--- config.mk ---
export PLATFORM = sky130hd
export DESIGN_NAME = vga_timing_gen
export DESIGN_NICKNAME = d
export VERILOG_FILES = /design/src/rtl/vga_timing_pkg.sv /design/src/rtl/vga_axis_counter.sv /design/src/rtl/vga_timing_gen.sv
export SDC_FILE = /design/constraint.sdc
export NUM_CORES = 1
export LEC_CHECK = 0
export CAP_MARGIN = 0
export CORE_MARGIN = 4
export CORE_UTILIZATION = 50
export CTS_CLUSTER_SIZE = 14
export DETAILED_ROUTE_END_ITERATION = 16
export HOLD_SLACK_MARGIN = 0.05
export PLACE_DENSITY = 0.83
export SLEW_MARGIN = 40
export SYNTH_ARGS = -nofsm -noshare
export SYNTH_HDL_FRONTEND = slang
export SYNTH_HIERARCHICAL = 1
export SYNTH_SLANG_ARGS = --single-unit
export TNS_END_PERCENT = 1
--- constraint.sdc ---
create_clock -name CLK_DRAW -period 5.75 [get_ports CLK_DRAW]
set_input_delay 0.8625 -clock CLK_DRAW [delete_from_list [all_inputs] [get_ports CLK_DRAW]]
set_output_delay 0.8625 -clock CLK_DRAW [all_outputs]
set_load 0.03 [all_outputs]
--- src/rtl/vga_timing_pkg.sv ---
// Shared 640x480@60 timing constants, coordinate type and raster phase enum.
// Consumed by vga_axis_counter and vga_timing_gen (optional macro VGA_MOVE_DIV_EN lives in the top).
package vga_timing_pkg;

  localparam int CNT_W = 10;

  localparam int H_ACTIVE_DEF = 640;
  localparam int H_FP_DEF     = 16;
  localparam int H_SYNC_DEF   = 96;
  localparam int H_BP_DEF     = 48;
  localparam int V_ACTIVE_DEF = 480;
  localparam int V_FP_DEF     = 10;
  localparam int V_SYNC_DEF   = 2;
  localparam int V_BP_DEF     = 33;

  localparam int H_TOTAL_DEF      = H_ACTIVE_DEF + H_FP_DEF + H_SYNC_DEF + H_BP_DEF;
  localparam int V_TOTAL_DEF      = V_ACTIVE_DEF + V_FP_DEF + V_SYNC_DEF + V_BP_DEF;
  localparam int H_SYNC_START_DEF = H_ACTIVE_DEF + H_FP_DEF;
  localparam int H_SYNC_END_DEF   = H_SYNC_START_DEF + H_SYNC_DEF - 1;
  localparam int V_SYNC_START_DEF = V_ACTIVE_DEF + V_FP_DEF;
  localparam int V_SYNC_END_DEF   = V_SYNC_START_DEF + V_SYNC_DEF - 1;

  typedef logic [CNT_W-1:0] coord_t;

  typedef enum logic [1:0] {ACT, FRONT, SYNCP, BACK} phase_t;

  function automatic int axis_total(input int act, input int fp, input int sync, input int bp);
    return act + fp + sync + bp;
  endfunction

endpackage

--- src/rtl/vga_axis_counter.sv ---
// One raster axis: wrapping position counter plus its ACT/FRONT/SYNCP/BACK phase.
// Phase is a register kept in lockstep with count, so sync needs no range compare.
module vga_axis_counter
  import vga_timing_pkg::*;
#(
  parameter int ACT_LEN  = H_ACTIVE_DEF,
  parameter int FP_LEN   = H_FP_DEF,
  parameter int SYNC_LEN = H_SYNC_DEF,
  parameter int BP_LEN   = H_BP_DEF
) (
  input  logic   clk,
  input  logic   rst,
  input  logic   en,
  output coord_t count,
  output phase_t phase,
  output logic   wrap,
  output logic   sync
);

  localparam int     TOTAL      = axis_total(ACT_LEN, FP_LEN, SYNC_LEN, BP_LEN);
  localparam coord_t LAST_ACT   = coord_t'(ACT_LEN - 1);
  localparam coord_t LAST_FRONT = coord_t'(ACT_LEN + FP_LEN - 1);
  localparam coord_t LAST_SYNC  = coord_t'(ACT_LEN + FP_LEN + SYNC_LEN - 1);
  localparam coord_t LAST       = coord_t'(TOTAL - 1);

  assign wrap = en && (count == LAST);
  assign sync = (phase == SYNCP);

  // Phase advances on the cycle the count leaves the last position of a region.
  always_ff @(posedge clk or posedge rst) begin
    if (rst) begin
      count <= '0;
      phase <= ACT;
    end else if (en) begin
      count <= (count == LAST) ? '0 : count + coord_t'(1);
      if (count == LAST_ACT)        phase <= FRONT;
      else if (count == LAST_FRONT) phase <= SYNCP;
      else if (count == LAST_SYNC)  phase <= BACK;
      else if (count == LAST)       phase <= ACT;
    end
  end

endmodule

--- src/rtl/vga_timing_gen.sv ---
// Raster timing source: registered X/Y, ACTIVE, HSYNC/VSYNC and FRAME_TICK.
// Define VGA_MOVE_DIV_EN to emit FRAME_TICK only once every MOVE_DIV frames.
module vga_timing_gen
  import vga_timing_pkg::*;
#(
  parameter int   H_ACTIVE    = H_ACTIVE_DEF,
  parameter int   H_FP        = H_FP_DEF,
  parameter int   H_SYNC      = H_SYNC_DEF,
  parameter int   H_BP        = H_BP_DEF,
  parameter int   V_ACTIVE    = V_ACTIVE_DEF,
  parameter int   V_FP        = V_FP_DEF,
  parameter int   V_SYNC      = V_SYNC_DEF,
  parameter int   V_BP        = V_BP_DEF,
  parameter logic SYNC_ACTIVE = 1'b0,
  parameter int   MOVE_DIV    = 1
) (
  input  logic       CLK_DRAW,
  input  logic       RST,
  output logic [9:0] X,
  output logic [9:0] Y,
  output logic       ACTIVE,
  output logic       HSYNC,
  output logic       VSYNC,
  output logic       FRAME_TICK
);

  if (axis_total(H_ACTIVE, H_FP, H_SYNC, H_BP) > 1024) begin : g_h_range
    $error("H_TOTAL does not fit the 10-bit horizontal counter");
  end
  if (axis_total(V_ACTIVE, V_FP, V_SYNC, V_BP) > 1024) begin : g_v_range
    $error("V_TOTAL does not fit the 10-bit vertical counter");
  end
  if (MOVE_DIV < 1 || MOVE_DIV > 255) begin : g_div_range
    $error("MOVE_DIV must be in 1..255");
  end

  coord_t h_cnt, v_cnt;
  phase_t h_phase, v_phase;
  logic   h_wrap, v_wrap, h_sync, v_sync;
  logic   blank_pt, tick_d;
  logic   frame_wrap_unused;

  vga_axis_counter #(
    .ACT_LEN(H_ACTIVE), .FP_LEN(H_FP), .SYNC_LEN(H_SYNC), .BP_LEN(H_BP)
  ) u_h (
    .clk(CLK_DRAW), .rst(RST), .en(1'b1),
    .count(h_cnt), .phase(h_phase), .wrap(h_wrap), .sync(h_sync)
  );

  vga_axis_counter #(
    .ACT_LEN(V_ACTIVE), .FP_LEN(V_FP), .SYNC_LEN(V_SYNC), .BP_LEN(V_BP)
  ) u_v (
    .clk(CLK_DRAW), .rst(RST), .en(h_wrap),
    .count(v_cnt), .phase(v_phase), .wrap(v_wrap), .sync(v_sync)
  );

  assign frame_wrap_unused = v_wrap;

  // First pixel of vertical blanking: movement updates never tear visible video.
  assign blank_pt = (h_cnt == '0) && (v_cnt == coord_t'(V_ACTIVE));

`ifdef VGA_MOVE_DIV_EN
  localparam logic [7:0] DIV_LAST = 8'(MOVE_DIV - 1);
  logic [7:0] div_cnt;

  assign tick_d = blank_pt && (div_cnt == DIV_LAST);

  always_ff @(posedge CLK_DRAW or posedge RST) begin
    if (RST)           div_cnt <= '0;
    else if (blank_pt) div_cnt <= (div_cnt == DIV_LAST) ? '0 : div_cnt + 8'd1;
  end
`else
  assign tick_d = blank_pt;
`endif

  always_ff @(posedge CLK_DRAW or posedge RST) begin
    if (RST) begin
      X          <= '0;
      Y          <= '0;
      ACTIVE     <= 1'b0;
      HSYNC      <= ~SYNC_ACTIVE;
      VSYNC      <= ~SYNC_ACTIVE;
      FRAME_TICK <= 1'b0;
    end else begin
      X          <= h_cnt;
      Y          <= v_cnt;
      ACTIVE     <= (h_phase == ACT) && (v_phase == ACT);
      HSYNC      <= h_sync ? SYNC_ACTIVE : ~SYNC_ACTIVE;
      VSYNC      <= v_sync ? SYNC_ACTIVE : ~SYNC_ACTIVE;
      FRAME_TICK <= tick_d;
    end
  end

endmodule

==> impl_metrics.py, run 1 <==
metrics = {
    "worst_setup_path": {
        "crit_slowest_cell": "dfrtp_1",
        "worstPathMaxFanout": 15,
        "cp-start-kind": "flop",
        "crit_path_end_kind": "flop",
        "critPathLaunch": "u_h/count[4]$_DFFE_PP0P_",
        "critPathTopFamily": "simple AND/OR/NAND/NOR gates",
        "rr_endpoint": "u_v/count[9]$_DFFE_PP0P_",
        "worstReg2RegStart": "u_h/count[4]$_DFFE_PP0P_",
        "rr_worst_depth": 7,
        "worstPathRequired_ns": 5.97,
        "criticalPathCategory": "flop to flop",
        "crit_arrival_ns": 2.61,
        "r2r_slack_ns": 3.36,
        "path_cells": "nand4_1 > nor4_1 > nand2_1 > inv_1 > nand4_1 > nor4_1 > mux2i_1",
        "path_buf_inv": 1,
        "crit_path_max_incr_delay_ns": 0.53,
    },
    "drt": {
        "viasPerCell": 5.539,
        "vias": 1407,
        "ant_nets": 0,
        "drc": 0,
        "highest_layer": "met4",
        "drt_iter0_markers": 121,
        "dr.pass1.iters": 4,
        "routed_wl_mm": 3.859,
        "wl_per_cell_um": 15.19,
        "met3_wirelength_um": 204,
        "met1_length_mm": 1.724,
        "wl_met2_mm": 1.881,
    },
    "pwr": {
        "power.density_nw_per_um2": 319.1,
        "p_leak_nw": 1.088,
        "max-vdd-ir-drop_uv": 135.9,
    },
    "die": {
        "floorplan.rows": 23,
        "start_util": 0.5161,
        "coreArea_um2": 3971,
        "die_w_um": 72.02,
        "chipHeight_um": 72.02,
        "io_pins": 26,
        "die_area_um2": 5187,
    },
    "sta": {
        "clock.fmax_ghz": 0.4185,
        "fin_crit_sh": 0.4156,
        "relSlewSlack": 0.6507,
        "period_needed_ns": 2.390,
        "finalSetupViolations": 0,
        "hold_viol": 0,
        "maxSlewViolCount": 0,
        "worst_slew_pin_slew_ns": 0.5231,
        "skew_ns": 0.004876,
        "final.setup.tns_ns": 0,
        "setup_ws_ns": 3.360,
        "rsz0062_at_grt": "false",
    },
    "grt": {
        "grt_overflow": 0,
        "grt.total_usage": 0.1653,
        "grt_max_degree": 25,
        "grt_pass1_wl_mm": 6.693,
        "grt_pass1_vias": 1419,
        "antenna_found_initial": 0,
    },
    "logic_synthesis": {
        "syn_area_um2": 2049,
        "syn-num-nets": 183,
        "ys_warn_count": 6,
        "synth.avg_cell_area_um2": 11.58,
        "netlist_instances": 177,
    },
    "worst_hold_path": {
        "hold_class": "flop to flop",
        "hold_start": "u_h/count[1]$_DFFE_PP0P_",
        "holdPathEnd": "X[1]$_DFF_PP0_",
        "min_path_cells": 0,
    },
    "placed_design": {
        "post-place-ws_ns": 3.419,
        "gp_congestion": 0.9010,
        "placed_cell_area_um2": 2327,
        "dp_hpwl_mm": 2.756,
        "io_buffers": 25,
    },
    "finish": {
        "layout_common_cells": "dfrtp_1 (46), clkdlybuf4s50_1 (25), nand2_1 (14)",
        "utilization": 0.6141,
        "antenna_cells": 0,
        "nets": 209,
        "final_common_cell": "dfrtp_1",
        "postLayoutCellArea_um2": 2439,
        "fill_cells": 317,
        "drive_gt1_frac": 0.08333,
        "syn_to_final_growth_pct": 18.99,
    },
    "cts": {
        "clock_latency_ns": 0.29,
        "cts-resized-gates": 0,
        "cts_setup_buffers": 0,
        "clock_sinks": 48,
        "cts_max_level": 2,
        "clockBufferDepth": 2,
        "ctsHoldBuffers": 0,
        "path_clk_slew_ns": 0.08,
        "root_buffer": "clkbuf_8",
        "cts_tree": "built",
        "cts_buffers": 5,
    },
    "outcome": {
        "status": "finished, final reports clean",
    },
    "flow_run": {
        "drv_cap": 0,
    },
}
[registers in the layout (all words and copies together) (netlist names)]
register,cells
HSYNC,1
VSYNC,1
FRAME_TICK,1
ACTIVE,1
u_h/count,10
u_v/phase,2
Y,10
u_v/count,10
X,10
u_h/phase,2
[metrics by stage]
| stage | hold WS [ns] | total power (W) | std cells |
|---|---|---|---|
| after floorplan | 0.3692 | 0.0004965 | 177 |
| after global placement | 0.4395 | 0.0005408 | 246 |
| after detailed placement | 0.4518 | 0.0005469 | 246 |
| after CTS | 0.4706 | 0.0007844 | 254 |
| after global routing | 0.4809 | 0.0008121 | 254 |
| final | 0.4675 | 0.0007781 | 254 |
[metal layers]
| metal | up-vias | track usage |
|---|---|---|
| met1 | 682 | 0.2256 |
| met5 | - | 0 |
| met3 | 6 | 0.03047 |
| met2 | 55 | 0.2633 |
| met4 | 0 | 0.06472 |
| li1 | 664 | - |
[report_power, final]
part           internal [W]  switching, W  total, W  leakage [nW]
Clock              0.000129      0.000110  0.000238        0.0541
Sequential         0.000372     0.0000456  0.000418         0.618
Combinational     0.0000527     0.0000694  0.000122         0.416
[cell type report]
class,instances,area (um^2),area share
multi-input cells,111,765.7,0.3140
well taps,50,62.56,0.02565
inverters,12,45.04,0.01847
clock inverters,3,42.54,0.01744
clock buffers,5,68.82,0.02822
flip-flops and latches,48,1204,0.4936
repair buffers,25,250.2,0.1026
[how the worst max path moves through the flow]
stage                                     endpoint  slack (ns)  cells past startpoint
after floorplan           u_v/count[9]$_DFFE_PP0P_        3.78                      8
after global routing      u_v/count[9]$_DFFE_PP0P_        3.18                      7
after global placement    u_v/count[9]$_DFFE_PP0P_        3.64                      7
final                     u_v/count[9]$_DFFE_PP0P_        3.36                      7
after CTS                 u_v/count[9]$_DFFE_PP0P_        3.40                      7
after detailed placement  u_v/count[9]$_DFFE_PP0P_        3.42                      7
Note: power is estimated with default switching activity, not from simulation.
==> run 2: changes to the inputs <==
==> constraint.sdc (replaced) <==
create_clock -name CLK_DRAW -period 2.4 [get_ports CLK_DRAW]
set_input_delay 0.36 -clock CLK_DRAW [delete_from_list [all_inputs] [get_ports CLK_DRAW]]
set_output_delay 0.36 -clock CLK_DRAW [all_outputs]
set_load 0.03 [all_outputs]
==> impl_metrics.py, run 2 (synthesized netlist as in run 1, its figures left out) <==
metrics = {
    "die": {
        "die_w_um": 72.02,
        "die_area_um2": 5187,
        "coreArea_um2": 3971,
        "chipHeight_um": 72.02,
        "io_pins": 26,
        "start_util": 0.5161,
        "floorplan.rows": 23,
    },
    "sta": {
        "setup_ws_ns": 0.2856,
        "rsz0062_at_grt": "false",
        "fin_crit_sh": 0.8810,
        "maxSlewViolCount": 0,
        "final.setup.tns_ns": 0,
        "hold_viol": 0,
        "period_needed_ns": 2.114,
        "clock.fmax_ghz": 0.4729,
        "finalSetupViolations": 0,
        "skew_ns": 0.008882,
    },
    "placed_design": {
        "io_buffers": 25,
        "dp_hpwl_mm": 2.854,
        "post-place-ws_ns": 0.3600,
        "gp_congestion": 0.9205,
    },
    "pwr": {
        "clkPwrFrac": 0.252,
        "p_leak_nw": 1.094,
        "max-vdd-ir-drop_uv": 241.2,
        "power_frac_comb": 0.201,
        "power.density_nw_per_um2": 728.3,
        "p_seq_frac": 0.546,
        "p_int_w": 0.001247,
        "sw_frac_of_total": 0.2976,
        "power_switching_w": 0.0005283,
    },
    "drt": {
        "routed_wl_mm": 4.010,
        "drc": 0,
        "viasPerCell": 5.647,
        "drt_iter0_markers": 149,
        "wl_per_cell_um": 15.54,
        "dr.pass1.iters": 4,
        "ant_nets": 0,
        "vias": 1457,
    },
    "worst_setup_path": {
        "worstPathRequired_ns": 2.62,
        "crit_arrival_ns": 2.33,
        "criticalPathCategory": "flop to flop",
        "path_buf_inv": 1,
        "crit_path_end_kind": "flop",
        "crit_slowest_cell": "dfrtp_1",
        "path_cells": "nor4_1 > nand2_1 > inv_1 > nand4_1 > nor4_1 > mux2i_1",
        "crit_path_max_incr_delay_ns": 0.49,
        "path_common_cell": "nor4_1",
        "cp-start-kind": "flop",
        "critPathTopFamily": "simple AND/OR/NAND/NOR gates",
        "worstPathMaxFanout": 9,
    },
    "finish": {
        "nets": 213,
        "fill_cells": 349,
        "drive_gt1_frac": 0.08173,
        "final_common_cell": "dfrtp_1",
        "layout_common_cells": "dfrtp_1 (46), clkdlybuf4s50_1 (25), nand2_1 (14)",
        "utilization": 0.6137,
        "syn_to_final_growth_pct": 18.93,
        "antenna_cells": 0,
    },
    "cts": {
        "cts-resized-gates": 0,
        "cts_tree": "built",
        "ctsHoldBuffers": 0,
        "clock_latency_ns": 0.30,
        "root_buffer": "clkbuf_8",
        "cts_buffers": 5,
        "path_clk_slew_ns": 0.08,
        "cts_setup_buffers": 0,
        "cts_max_level": 2,
        "clock_sinks": 48,
        "clockBufferDepth": 2,
    },
    "worst_hold_path": {
        "hold_class": "input port to async pin",
    },
    "grt": {
        "grt.total_usage": 0.1775,
        "grt_max_degree": 25,
        "grt_pass1_vias": 1481,
        "grt_overflow": 0,
        "antenna_found_initial": 0,
        "grt_pass1_wl_mm": 7.093,
    },
    "outcome": {
        "status": "finished, final reports clean",
    },
    "flow_run": {
        "drv_cap": 0,
    },
}
[run 2: worst paths after layout]
kind,start,end,slack (ns),cells past startpoint
setup / recovery,u_h/count[5]$_DFFE_PP0P_,u_v/count[9]$_DFFE_PP0P_,0.29,6
hold / removal,RST,u_v/phase[0]$_DFFE_PP0P_,0.45,2
setup reg to reg,u_h/count[5]$_DFFE_PP0P_,u_v/count[9]$_DFFE_PP0P_,0.29,6
hold reg to reg,u_h/count[1]$_DFFE_PP0P_,X[1]$_DFF_PP0_,0.46,0
max in group asynchronous,RST,u_h/count[4]$_DFFE_PP0P_,1.61,2
min in group CLK_DRAW,u_h/count[1]$_DFFE_PP0P_,X[1]$_DFF_PP0_,0.46,0
[run 2: routing by layer]
metal | wire length [um] | track usage | vias to the layer above
li1 | - | - | 678
met1 | 1737 | 0.2415 | 711
met2 | 1914 | 0.2786 | 60
met3 | 273 | 0.04155 | 8
met4 | 85 | 0.06681 | 0
met5 | 0 | 0 | -
[run 2: metrics by stage]
step / power, W / area (um^2) / hold WS, ns / cells
2_1_floorplan: 0.001189 / 2049 / 0.2247 / 177
3_3_place_gp: 0.001328 / 2357 / 0.4332 / 250
3_5_place_dp: 0.001341 / 2357 / 0.4369 / 250
4_1_cts: 0.001797 / 2437 / 0.4517 / 258
5_1_grt: 0.001871 / 2437 / 0.4911 / 258
6_report: 0.001775 / 2437 / 0.4518 / 258
[run 2: final cells by class]
cell class,count,area [um^2],share of cell area
inverter,12,45.04,0.01848
tap,50,62.56,0.02567
sequential,48,1204,0.4938
timing repair buffer,29,280.3,0.1150
clock buffer,8,80.08,0.03285
multi-input combinational,111,765.7,0.3142
[run 2: power groups by stage]
stage	Clock (W)	Sequential [W]	Combinational, W
3_5_place_dp	0	0.000985	0.000356
4_1_cts	0.000466	0.000971	0.000360
3_3_place_gp	0	0.000978	0.000349
5_1_grt	0.000499	0.000986	0.000387
2_1_floorplan	0	0.00106	0.000134
6_report	0.000448	0.000970	0.000357
==> run 3: changes to the inputs <==
--- a/config.mk
+++ b/config.mk
@@ -12,7 +12,7 @@
 export DETAILED_ROUTE_END_ITERATION = 16
 export HOLD_SLACK_MARGIN = 0.05
 export PLACE_DENSITY = 0.83
-export SLEW_MARGIN = 40
+export SLEW_MARGIN = 20
 export SYNTH_ARGS = -nofsm -noshare
 export SYNTH_HDL_FRONTEND = slang
 export SYNTH_HIERARCHICAL = 1
==> results of run 3 <==
The final DEF is identical to that of run 2; final timing and power are the same.
